===== config.mk =====
export PLATFORM = sky130hd
export DESIGN_NAME = mdio_master_ctrl
export DESIGN_NICKNAME = d
export VERILOG_FILES = /design/src/rtl/mdio_master_ctrl.sv
export SDC_FILE = /design/constraint.sdc
export NUM_CORES = 1
export LEC_CHECK = 0
export ABC_AREA = 1
export CAP_MARGIN = 20
export CORE_AREA = 2 2 86 88
export CTS_BUF_LIST = sky130_fd_sc_hd__clkbuf_8
export CTS_CLUSTER_DIAMETER = 40
export DETAILED_ROUTE_END_ITERATION = 10
export DIE_AREA = 0 0 88 90
export PLACE_DENSITY = 0.79
export SETUP_SLACK_MARGIN = 0.15
export SLEW_MARGIN = 10
export SYNTH_ARGS = -nofsm -noshare
export SYNTH_HDL_FRONTEND = slang
export SYNTH_SLANG_ARGS = --single-unit

===== constraint.sdc =====
create_clock -name clk -period 5.54 [get_ports clk]
set_input_delay 0.554 -clock clk [delete_from_list [all_inputs] [get_ports clk]]
set_output_delay 0.554 -clock clk [all_outputs]
set_load 0.005 [all_outputs]

===== src/rtl/mdio_master_ctrl.sv =====
// MDIO (Clause 22) management master: accepts one read/write request at a time,
// serialises the frame on MDC/MDIO and returns a one-cycle completion pulse.
module mdio_master_ctrl #(
    parameter int CLK_DIV     = 25,
    parameter bit PREAMBLE_EN = 1'b1
) (
    input  logic        clk,
    input  logic        reset,
    input  logic        req_valid,
    output logic        req_ready,
    input  logic        req_write,
    input  logic [4:0]  req_phy,
    input  logic [4:0]  req_reg,
    input  logic [15:0] req_wdata,
    output logic        rsp_valid,
    output logic [15:0] rsp_rdata,
    output logic        rsp_err,
    output logic        mdio_mdc_mdc,
    input  logic        mdio_mdc_mdio_i,
    output logic        mdio_mdc_mdio_o,
    output logic        mdio_mdc_mdio_t
);

    typedef enum logic [2:0] {IDLE, PRE, HDR, TA, DATA, GAP} state_t;

    localparam logic [8:0] HALF_LAST = 9'(CLK_DIV - 1);
    localparam logic [8:0] GAP_LAST  = 9'(2 * CLK_DIV);

    state_t      state, state_next;
    logic [8:0]  div_cnt;
    logic [5:0]  bit_cnt;
    logic        lat_write;
    logic [4:0]  lat_phy, lat_reg;
    logic [15:0] lat_wdata;

    logic        in_frame, half_end, rise, bit_end, last_bit, accept;
    logic [5:0]  bit_len;
    logic [3:0]  next_idx;
    logic [15:0] hdr;
    logic        drv_o, drv_t;

    // NOTE: every signal gets a default at the top of always_comb so no path
    // through the case statements can leave one unassigned and infer a latch.
    always_comb begin
        state_next = state;
        drv_o      = 1'b1;
        drv_t      = 1'b1;
        bit_len    = 6'd1;
        in_frame   = (state == PRE) || (state == HDR) || (state == TA) || (state == DATA);
        half_end   = (div_cnt == HALF_LAST);
        rise       = in_frame && !mdio_mdc_mdc && half_end;
        bit_end    = in_frame && mdio_mdc_mdc && half_end;
        accept     = (state == IDLE) && req_valid;
        hdr        = {2'b01, (lat_write ? 2'b01 : 2'b10), lat_phy, lat_reg, 2'b00};

        case (state)
            PRE:     bit_len = 6'd32;
            HDR:     bit_len = 6'd14;
            TA:      bit_len = 6'd2;
            DATA:    bit_len = 6'd16;
            default: bit_len = 6'd1;
        endcase
        last_bit = (bit_cnt == bit_len - 6'd1);

        case (state)
            IDLE: if (req_valid) state_next = PREAMBLE_EN ? PRE : HDR;
            PRE:  if (bit_end && last_bit) state_next = HDR;
            HDR:  if (bit_end && last_bit) state_next = TA;
            TA:   if (bit_end && last_bit) state_next = DATA;
            DATA: if (bit_end && last_bit) state_next = GAP;
            GAP:  if (div_cnt == GAP_LAST) state_next = IDLE;
            default: state_next = IDLE;
        endcase

        // Value to present for the bit that starts on the next low phase.
        next_idx = (state_next != state) ? 4'd0 : bit_cnt[3:0] + 4'd1;
        case (state_next)
            PRE: begin
                drv_o = 1'b1;
                drv_t = 1'b0;
            end
            HDR: begin
                drv_o = hdr[4'd15 - next_idx];
                drv_t = 1'b0;
            end
            TA: if (lat_write) begin
                drv_o = (next_idx == 4'd0);
                drv_t = 1'b0;
            end
            DATA: if (lat_write) begin
                drv_o = lat_wdata[4'd15 - next_idx];
                drv_t = 1'b0;
            end
            default: ;
        endcase

        req_ready = (state == IDLE);
    end

    always_ff @(posedge clk or posedge reset) begin
        if (reset) state <= IDLE;
        else       state <= state_next;
    end

    // NOTE: sequential state uses non-blocking assignments only, so every
    // register here sees the pre-edge values of the others.
    always_ff @(posedge clk or posedge reset) begin
        if (reset) begin
            div_cnt         <= '0;
            bit_cnt         <= '0;
            lat_write       <= 1'b0;
            lat_phy         <= '0;
            lat_reg         <= '0;
            lat_wdata       <= '0;
            rsp_valid       <= 1'b0;
            rsp_rdata       <= '0;
            rsp_err         <= 1'b0;
            mdio_mdc_mdc    <= 1'b0;
            mdio_mdc_mdio_o <= 1'b1;
            mdio_mdc_mdio_t <= 1'b1;
        end else begin
            rsp_valid <= 1'b0;
            if (accept) begin
                lat_write       <= req_write;
                lat_phy         <= req_phy;
                lat_reg         <= req_reg;
                lat_wdata       <= req_wdata;
                rsp_rdata       <= '0;
                rsp_err         <= 1'b0;
                div_cnt         <= '0;
                bit_cnt         <= '0;
                mdio_mdc_mdc    <= 1'b0;
                mdio_mdc_mdio_o <= drv_o;
                mdio_mdc_mdio_t <= drv_t;
            end else if (in_frame) begin
                if (half_end) begin
                    div_cnt      <= '0;
                    mdio_mdc_mdc <= !mdio_mdc_mdc;
                end else begin
                    div_cnt <= div_cnt + 9'd1;
                end
                if (rise && !lat_write) begin
                    if (state == TA && bit_cnt == 6'd1) rsp_err <= mdio_mdc_mdio_i;
                    if (state == DATA) rsp_rdata <= {rsp_rdata[14:0], mdio_mdc_mdio_i};
                end
                if (bit_end) begin
                    mdio_mdc_mdio_o <= drv_o;
                    mdio_mdc_mdio_t <= drv_t;
                    bit_cnt         <= (state_next != state) ? 6'd0 : bit_cnt + 6'd1;
                    if (state_next == GAP) rsp_valid <= 1'b1;
                end
            end else if (state == GAP) begin
                div_cnt <= (div_cnt == GAP_LAST) ? 9'd0 : div_cnt + 9'd1;
            end
        end
    end

endmodule


* After elaboration in Yosys (flattened, before gate mapping)
Cells that the tools add are included.
** Storage, ports and cells
- Register bits :: 66
- Latch bits :: 0
- Bits in writable memories :: 0
- Memory bits (read-only) :: 0
- Bits of input ports :: 31
- Word-level logic and storage cells :: 111
- Memories :: 0
** Cells by class
- Add/subtract/negate cells :: 5
- Multipliers :: 0
- Divide/modulo/power cells :: 0
- Magnitude comparators :: 1
- Equal/unequal tests :: 15
- Shift operators :: 0
- Multiplexer cells :: 49
- Bitwise logic cells :: 0
- Reductions and logical operators :: 28
** Operators by type and width (count)
- $mux 16 :: 4
- $mux 9 :: 5
- $mux 6 :: 4
- $pmux 6 s4 :: 1
- $mux 1 :: 22
- $mux 3 :: 6
- $pmux 3 s6 :: 1
- $eq 3x2->1 const B :: 4
- $eq 3x3->1 const B :: 4
- $reduce_bool 2->1 :: 6
- $add 9x1->9 const B :: 1
- $eq 9x5->1 const B :: 1
- $eq 9x6->1 const B :: 1
- $bmux 1 s4 :: 2
- $logic_and 1x1->1 :: 8
- $add 6x1->6 const B :: 1
- $eq 3x1->1 const B :: 2
- $eq 6x1->1 const B :: 1
- $eq 6x6->1 :: 1
- $reduce_and 3->1 :: 2
- $sub 6x1->6 const B :: 1
- $lt 4x5->1 const B :: 1
- $add 4x1->4 const B :: 1
- $logic_not 4->1 :: 1
- other kinds (12) :: 17

* Logic depth before layout (Yosys ltp)
Gate-level depths: netlist (run 1).
- Word-level depth :: 19
- Depth in mapped cells :: 30
- Mapped depth without buffers :: 30

* Worst setup path after synthesis (run 1)
OpenSTA, ideal clock, no wires.
- Path kind :: register to register
- From :: register state[0]
- To :: register mdio_mdc_mdio_o
- Arrival time :: 2.790 ns
- Data required time :: 5.468 ns
- Slack :: 2.677 ns
- Cell stages (with the launch flop) :: 27
- Path buffers :: 1
- Period minus slack after synthesis :: 2.863 ns
- Cell sequence :: dfrtp_1 > inv_4 > nand3_4 > nand2_2 > ha_1 > ha_1 > xor2_1 > nand3_1 > inv_1 > nand2_2 > nand2_2 > nand2_4 > nand2_4 > nand2_2 > nand2_4 > nand3_2 > buf_6 > nand2_2 > nand3_1 > nand3_1 > nand2_1 > inv_1 > nand2_1 > nand2_1 > nand3_1 > nand2_1 > inv_1
** On the way
- Word-level cells in the longest chain between the ends :: 19
** Ends and longest elaborated chain
- start: declaration :: RTL line 29 : state_t state, state_next;
- start signal: assignment :: RTL line 102 : else state <= state_next;
- parallel branches: the longest is 8 deep, another holds $sub 6x1->6
- $pmux 3 s6 * :: RTL line 65 : case (state)
- named net state_next[0] :: RTL line 29
- $ne 3x3->1 :: RTL line 76 : next_idx = (state_next != state) ? 4'd0 : bit_cnt[3:0] + 4'd1;
- $mux 4 :: RTL line 76
- $sub 4x4->4 :: RTL line 83, 91
- $bmux 1 s4 :: RTL line 91 : drv_o = lat_wdata[4'd15 - next_idx];
- $mux 1 (implied by the code) :: RTL line 91
- $mux 1 :: RTL line 90 : DATA: if (lat_write) begin
- $pmux 1 s3 * :: RTL line 77 : case (state_next)
- $mux 1 :: RTL line 146 : if (bit_end) begin
- $mux 1 :: RTL line 135 : end else if (in_frame) begin
- $mux 1 * :: RTL line 123 : if (accept) begin
- end signal: assignment :: RTL line 133 : mdio_mdc_mdio_o <= drv_o;
- end signal: assignment :: RTL line 147 : mdio_mdc_mdio_o <= drv_o;
- end: declaration :: RTL line 20 : output logic mdio_mdc_mdio_o,
Mark *: on every way through the listed nets, which the timed path passes. The select of a mux whose other input is x is not followed.
A chain may end at the register's enable or synchronous reset.

* Worst setup path in the final report (run 1)
Same ends and word-level chain as after synthesis.

==> results of run 1 <==
## synthesized netlist by cell type (all sizes together) (2+ instances only)
library cell / n
nor4: 2
or2: 2
nor2: 42
nand2: 166
a21oi: 13
nand3: 52
dfrtp: 64
o21ai: 30
nor3: 9
dfstp: 2
xor2: 3
clkbuf: 12
nand4: 10
inv: 63
ha: 8
## where the power goes
part	leakage, nW	switching, mW	internal (mW)
Sequential	0.813	0	0.482
Clock	0.109	0.194	0.266
Combinational	1.36	0.0119	0.0188
## through the flow
step	instances	utilization, %
6_report	647	65.2
5_1_grt	647	65.2
4_1_cts	647	65.2
3_5_place_dp	631	62.0
3_3_place_gp	631	62.0
2_1_floorplan	490	-
## per-layer routing
layer	vias to the layer above	wire length, microns
li1	1672	-
met1	1549	3700
met2	106	4070
met3	17	447
met4	0	190
met5	-	0
## worst max-delay path: stages (launching register included)
cell	delay, ns
dfrtp_1	0.49
inv_4	0.12
nand3_4	0.13
nand2_2	0.12
ha_1	0.23
ha_1	0.29
xor2_1	0.20
nand3_1	0.17
inv_1	0.10
nand2_2	0.07
nand2_2	0.09
nand2_4	0.07
nand2_4	0.10
nand2_2	0.07
nand2_4	0.13
nand3_2	0.22
nand2_1	0.13
nand3_1	0.07
nand3_1	0.07
nand3_1	0.10
nand2_1	0.09
nand2_1	0.05
nand3_1	0.07
nand2_1	0.05
inv_1	0.05
## kinds of logic after synthesis
group	share of synthesized area (%)
compound gates	7.40
fa+ha+maj	2.68
buf+inv	7.91
xor+xnor	0.938
simple gates	36.8
flops	44.3
## worst paths after layout
kind                                from               to  depth (start not counted)
min                        lat_wdata[13]    lat_wdata[13]                          2
min in group asynchronous          reset     rsp_rdata[3]                          3
min reg2reg                lat_wdata[13]    lat_wdata[13]                          2
max                             state[0]  mdio_mdc_mdio_o                         24
max reg2reg                     state[0]  mdio_mdc_mdio_o                         24
max in group asynchronous          reset       div_cnt[1]                          3
## cell type report
type,count,area (sq um),area share (%)
Multi-Input combinational cell,348,1790,39.1
Sequential cell,66,1650,36.1
Timing Repair Buffer,55,543,11.9
Inverter,63,239,5.22
Clock buffer,10,138,3.01
Tap cell,99,124,2.71
Clock inverter,6,88.8,1.94
==> impl_metrics.tcl, run 1 <==
set metrics [dict create \
    worstSetupPathType "reg -> reg" \
    grt_pass1_wl_microns 14700 \
    slew-limit-headroom_pct 32.0 \
    rsz0062_at_grt "no" \
    worst_pin_slew_ns 1.02 \
    top_regs "lat_wdata x16, rsp_rdata x16, div_cnt x9" \
    num_io_pins 53 \
    gr-total-overflow 0 \
    netlist.area_leader.share_pct 42.9 \
    worstPathRequired_ns 5.83 \
    worst-r2r-setup-slack_ns 2.22 \
    fillers 594 \
    grt_pass1_vias 3263 \
    fin_area_sq_um 4580 \
    gp_congestion 0.892 \
    met2_usage_pct 36.2 \
    drt_pass1_iterations 5 \
    final-setup-viol-count 0 \
    layout-drive-gt1-share_pct 11.1 \
    hold_viol_final 0 \
    route.detailed.drc 0 \
    fmax_mhz 301 \
    cts_buffers 9 \
    synth.net_count 529 \
    worst_slack_ns 2.22 \
    ys_warn_count 0 \
    netlist_top_cells_area "dfrtp_1 43%, nand2_1 15%, nand3_1 6.0%" \
    clock_skew_ns 0.0108 \
    dpl_cell_area_sq_um 4350 \
    min_path_type "reg -> reg" \
    wl_per_cell_microns 13.0 \
    ys_ff_latch 66 \
    routed-via-count 3344 \
    critPathArrivalTime_ns 3.61 \
    fin_nets 582 \
    synth_seq_area_share_pct 44.3 \
    die_w_microns 88 \
    mostFrequentLayoutCells "154 x nand2_1, 64 x dfrtp_1, 55 x inv_1" \
    totalPowerFinal_mw 0.972 \
    row_count 31 \
    synthFlopType "dfrtp_1" \
    diodes 0 \
    area_growth_pct 22.6 \
    holdBufCountCts 0 \
    syn_inst 490 \
    synth_area_leader_cell "dfrtp_1" \
    grt-busiest-layer "met2" \
    portBuffers 52 \
    start_util_pct 53.2 \
    die_h_microns 90 \
    setup.worst_path.start_class "register" \
    end_kind "register" \
    path_max_fanout 11 \
    cts_tree "yes" \
    drv_cap 0 \
    drt_iter0_drc 198 \
    final_common_cell "nand2_1" \
    grt_start_max_net_pins 67 \
    clk_path_buf_depth 2 \
    antenna_found_initial 0 \
    cts_resized 0 \
    clk_latency_ns 0.34 \
    core_sq_um 7020 \
    post-route-period-util_pct 59.9 \
    cts.sinks 66 \
    status "finished, final reports clean" \
    vias_per_cell 5.17 \
    avgSynthCellArea_sq_um 7.62 \
    die-area_sq_um 7920 \
    grt_use_met3_pct 5.79 \
    hpwl_microns 6010 \
    setup_tns_ns 0 \
    synth_area_sq_um 3730 \
    ant_nets 0 \
    leakage_nw 2.28 \
    synth_edf_count 0 \
    drv_slew 0 \
    synthArstFlopShare_pct 100 \
    hold_ws_ns 0.484 \
    clk_pin_slew_ns 0.07 \
    ir_drop_mv 0.148 \
    fin_crit_ns 3.32 \
    cts_root_buf "clkbuf_8" \
    pre_cts_slack_ns 2.32 \
    grt_usage_pct 23.3 \
    drt_wl_total_microns 8400 \
    grt.met1_usage_pct 31.3 \
    cts_setup_buffers 0 \
    power.density_nw_per_um2 212 \
    htreeDepth 3 \
    synth_cell_types 38 \
]
Note: power is estimated with default switching activity, not from simulation.
==> inputs of run 2 (changes only) <==
clock period = 3.4 ns   (was 5.54 ns; I/O delays follow)
==> run 2 against run 1 <==
  * Sequential share of layout area down 0.93 points
  * First-iteration DRC count up 21%
  * Routed wire length up 8.8%
  * Highest routed layer unchanged
==> impl_metrics.tcl, run 2 (synthesized netlist as in run 1, its figures left out) <==
set metrics [dict create \
    vias_per_cell 5.23 \
    die_w_microns 88 \
    grt_pass1_wl_microns 15200 \
    status "finished, final reports clean" \
    portBuffers 52 \
    cts.sinks 66 \
    drv_slew 0 \
    cts_root_buf "clkbuf_8" \
    hold_end "lat_wdata[9]" \
    rsz0062_at_grt "no" \
    drt_pass1_iterations 5 \
    final_util_pct 67.1 \
    clk_path_buf_depth 2 \
    htreeDepth 3 \
    reg2reg_to "mdio_mdc_mdio_o" \
    gp_congestion 0.938 \
    fin_crit_ns 3.05 \
    hpwl_microns 6440 \
    crit_top_cell "nand2_1" \
    holdBufCountCts 0 \
    slowest_stage "dfrtp_2" \
    ant_nets 0 \
    r2r_cells 21 \
    crit_chain "o21ai_2 > nand2_4 > ha_2 > ha_4 > xor2_2 > nand3b_1 > nor2_1 > nand4_1 > nor2_1 > nor2_8 > nand3_4 > nor2_4 > nand2_1 > nand3_1 > nand2_1 > inv_1 > nand2_1 > nand3_1 > nand3_1 > nand2_1 > inv_1" \
    wl_met1_microns 3830 \
    start_util_pct 53.2 \
    die-area_sq_um 7920 \
    hold_viol_final 0 \
    core_sq_um 7020 \
    grt_start_max_net_pins 44 \
    cpPeakStageDelay_ns 0.45 \
    cts_tree "yes" \
    routed-via-count 3453 \
    grt_usage_pct 24.2 \
    top_regs "lat_wdata x16, rsp_rdata x16, div_cnt x9" \
    top_layer "met4" \
    min_path_type "reg -> reg" \
    setup_tns_ns 0 \
    clk_pin_slew_ns 0.07 \
    row_count 31 \
    end_kind "register" \
    antenna_found_initial 0 \
    hold_start "lat_wdata[9]" \
    wl_per_cell_microns 13.9 \
    die_h_microns 90 \
    wl_met2_microns 4660 \
    cp_num_buf_inv 2 \
    final_common_cell "nand2_1" \
    fin_nets 595 \
    path_max_fanout 10 \
    drv_cap 0 \
    critPathArrivalTime_ns 3.35 \
    worstReg2RegStart "state[0]" \
    worstSetupPathType "reg -> reg" \
    num_io_pins 53 \
    diodes 0 \
    cp_top_family "simple AND/OR/NAND/NOR gates" \
    fmax_mhz 328 \
    drt_iter0_drc 239 \
    totalPowerFinal_mw 1.52 \
    min_path_cells 2 \
    slew-limit-headroom_pct 32.1 \
    grt_pass1_vias 3346 \
    power.density_nw_per_um2 324 \
    worst_pin_slew_ns 1.02 \
    mostFrequentLayoutCells "154 x nand2_1, 61 x dfrtp_1, 55 x inv_1" \
    leakage_nw 2.35 \
    final-setup-viol-count 0 \
    worstPathRequired_ns 3.70 \
    post-route-period-util_pct 89.6 \
    clock_skew_ns 0.00500 \
    clk_latency_ns 0.36 \
    ir_drop_mv 0.202 \
    hold_ws_ns 0.476 \
    worst-r2r-setup-slack_ns 0.35 \
    setup.worst_path.start_class "register" \
    layout-drive-gt1-share_pct 14.6 \
    area_growth_pct 26.1 \
    gr-total-overflow 0 \
    route.detailed.drc 0 \
    drt_wl_total_microns 9150 \
    met3WireLength_microns 474 \
    cts_buffers 9 \
]
==> run 2: area by class of cell <==
| class | instances | area [sq um] |
|---|---|---|
| fill | 583 | 2310 |
| multi-input combinational | 348 | 1840 |
| sequential | 66 | 1660 |
| timing repair buffer | 68 | 641 |
| inverter | 63 | 244 |
| clock buffer | 10 | 138 |
| tap | 99 | 124 |
| clock inverter | 6 | 65.1 |
==> run 2: how the worst max path moves through the flow <==
stage	start	to	slack [ns]	cells after the start
final	state[0]	mdio_mdc_mdio_o	0.35	21
after global routing	state[0]	mdio_mdc_mdio_o	0.11	23
after CTS	state[1]	mdio_mdc_mdio_o	0.18	23
after detailed placement	state[0]	mdio_mdc_mdio_o	0.09	24
after global placement	state[0]	mdio_mdc_mdio_o	0.19	24
after floorplan	state[0]	mdio_mdc_mdio_o	0.54	26
==> run 2: where the power goes <==
part | total [mW] | leakage (nW) | switching, mW | internal (mW)
Combinational | 0.0503 | 1.43 | 0.0197 | 0.0306
Sequential | 0.784 | 0.809 | 0 | 0.784
Clock | 0.689 | 0.108 | 0.328 | 0.361
Total | 1.52 | 2.35 | 0.348 | 1.18
==> run 2: per-stage QoR <==
step,cell area [sq um],cells,setup WS (ns)
final,4710,660,0.355
after global routing,4710,660,0.113
after CTS,4570,648,0.178
after detailed placement,4360,632,0.0898
after global placement,4360,632,0.192
after floorplan,3730,490,0.537
==> run 2: per-layer routing <==
metal	global-route usage, %	vias up
met5	0	-
met4	10.1	0
met3	4.04	17
met2	40.2	115
met1	30.9	1626
li1	-	1695
==> run 2: tightest hold or removal path, cell delays in order, from the launching register on <==
cell and delay, ns:
dfrtp_1 0.34, nand2_1 0.05, nand2_1 0.05
==> run 2: timing repair <==
item	CTS	global route
setup endpoints to repair	1	1
gates resized for setup	2	14
setup buffers	0	12
pin swaps	0	8
gates cloned	0	0
==> inputs of run 3 (changes only) <==
CTS_CLUSTER_SIZE = 25   (was not set)
==> results of run 3 <==
Final layout, timing and power as in run 2 (identical DEF).
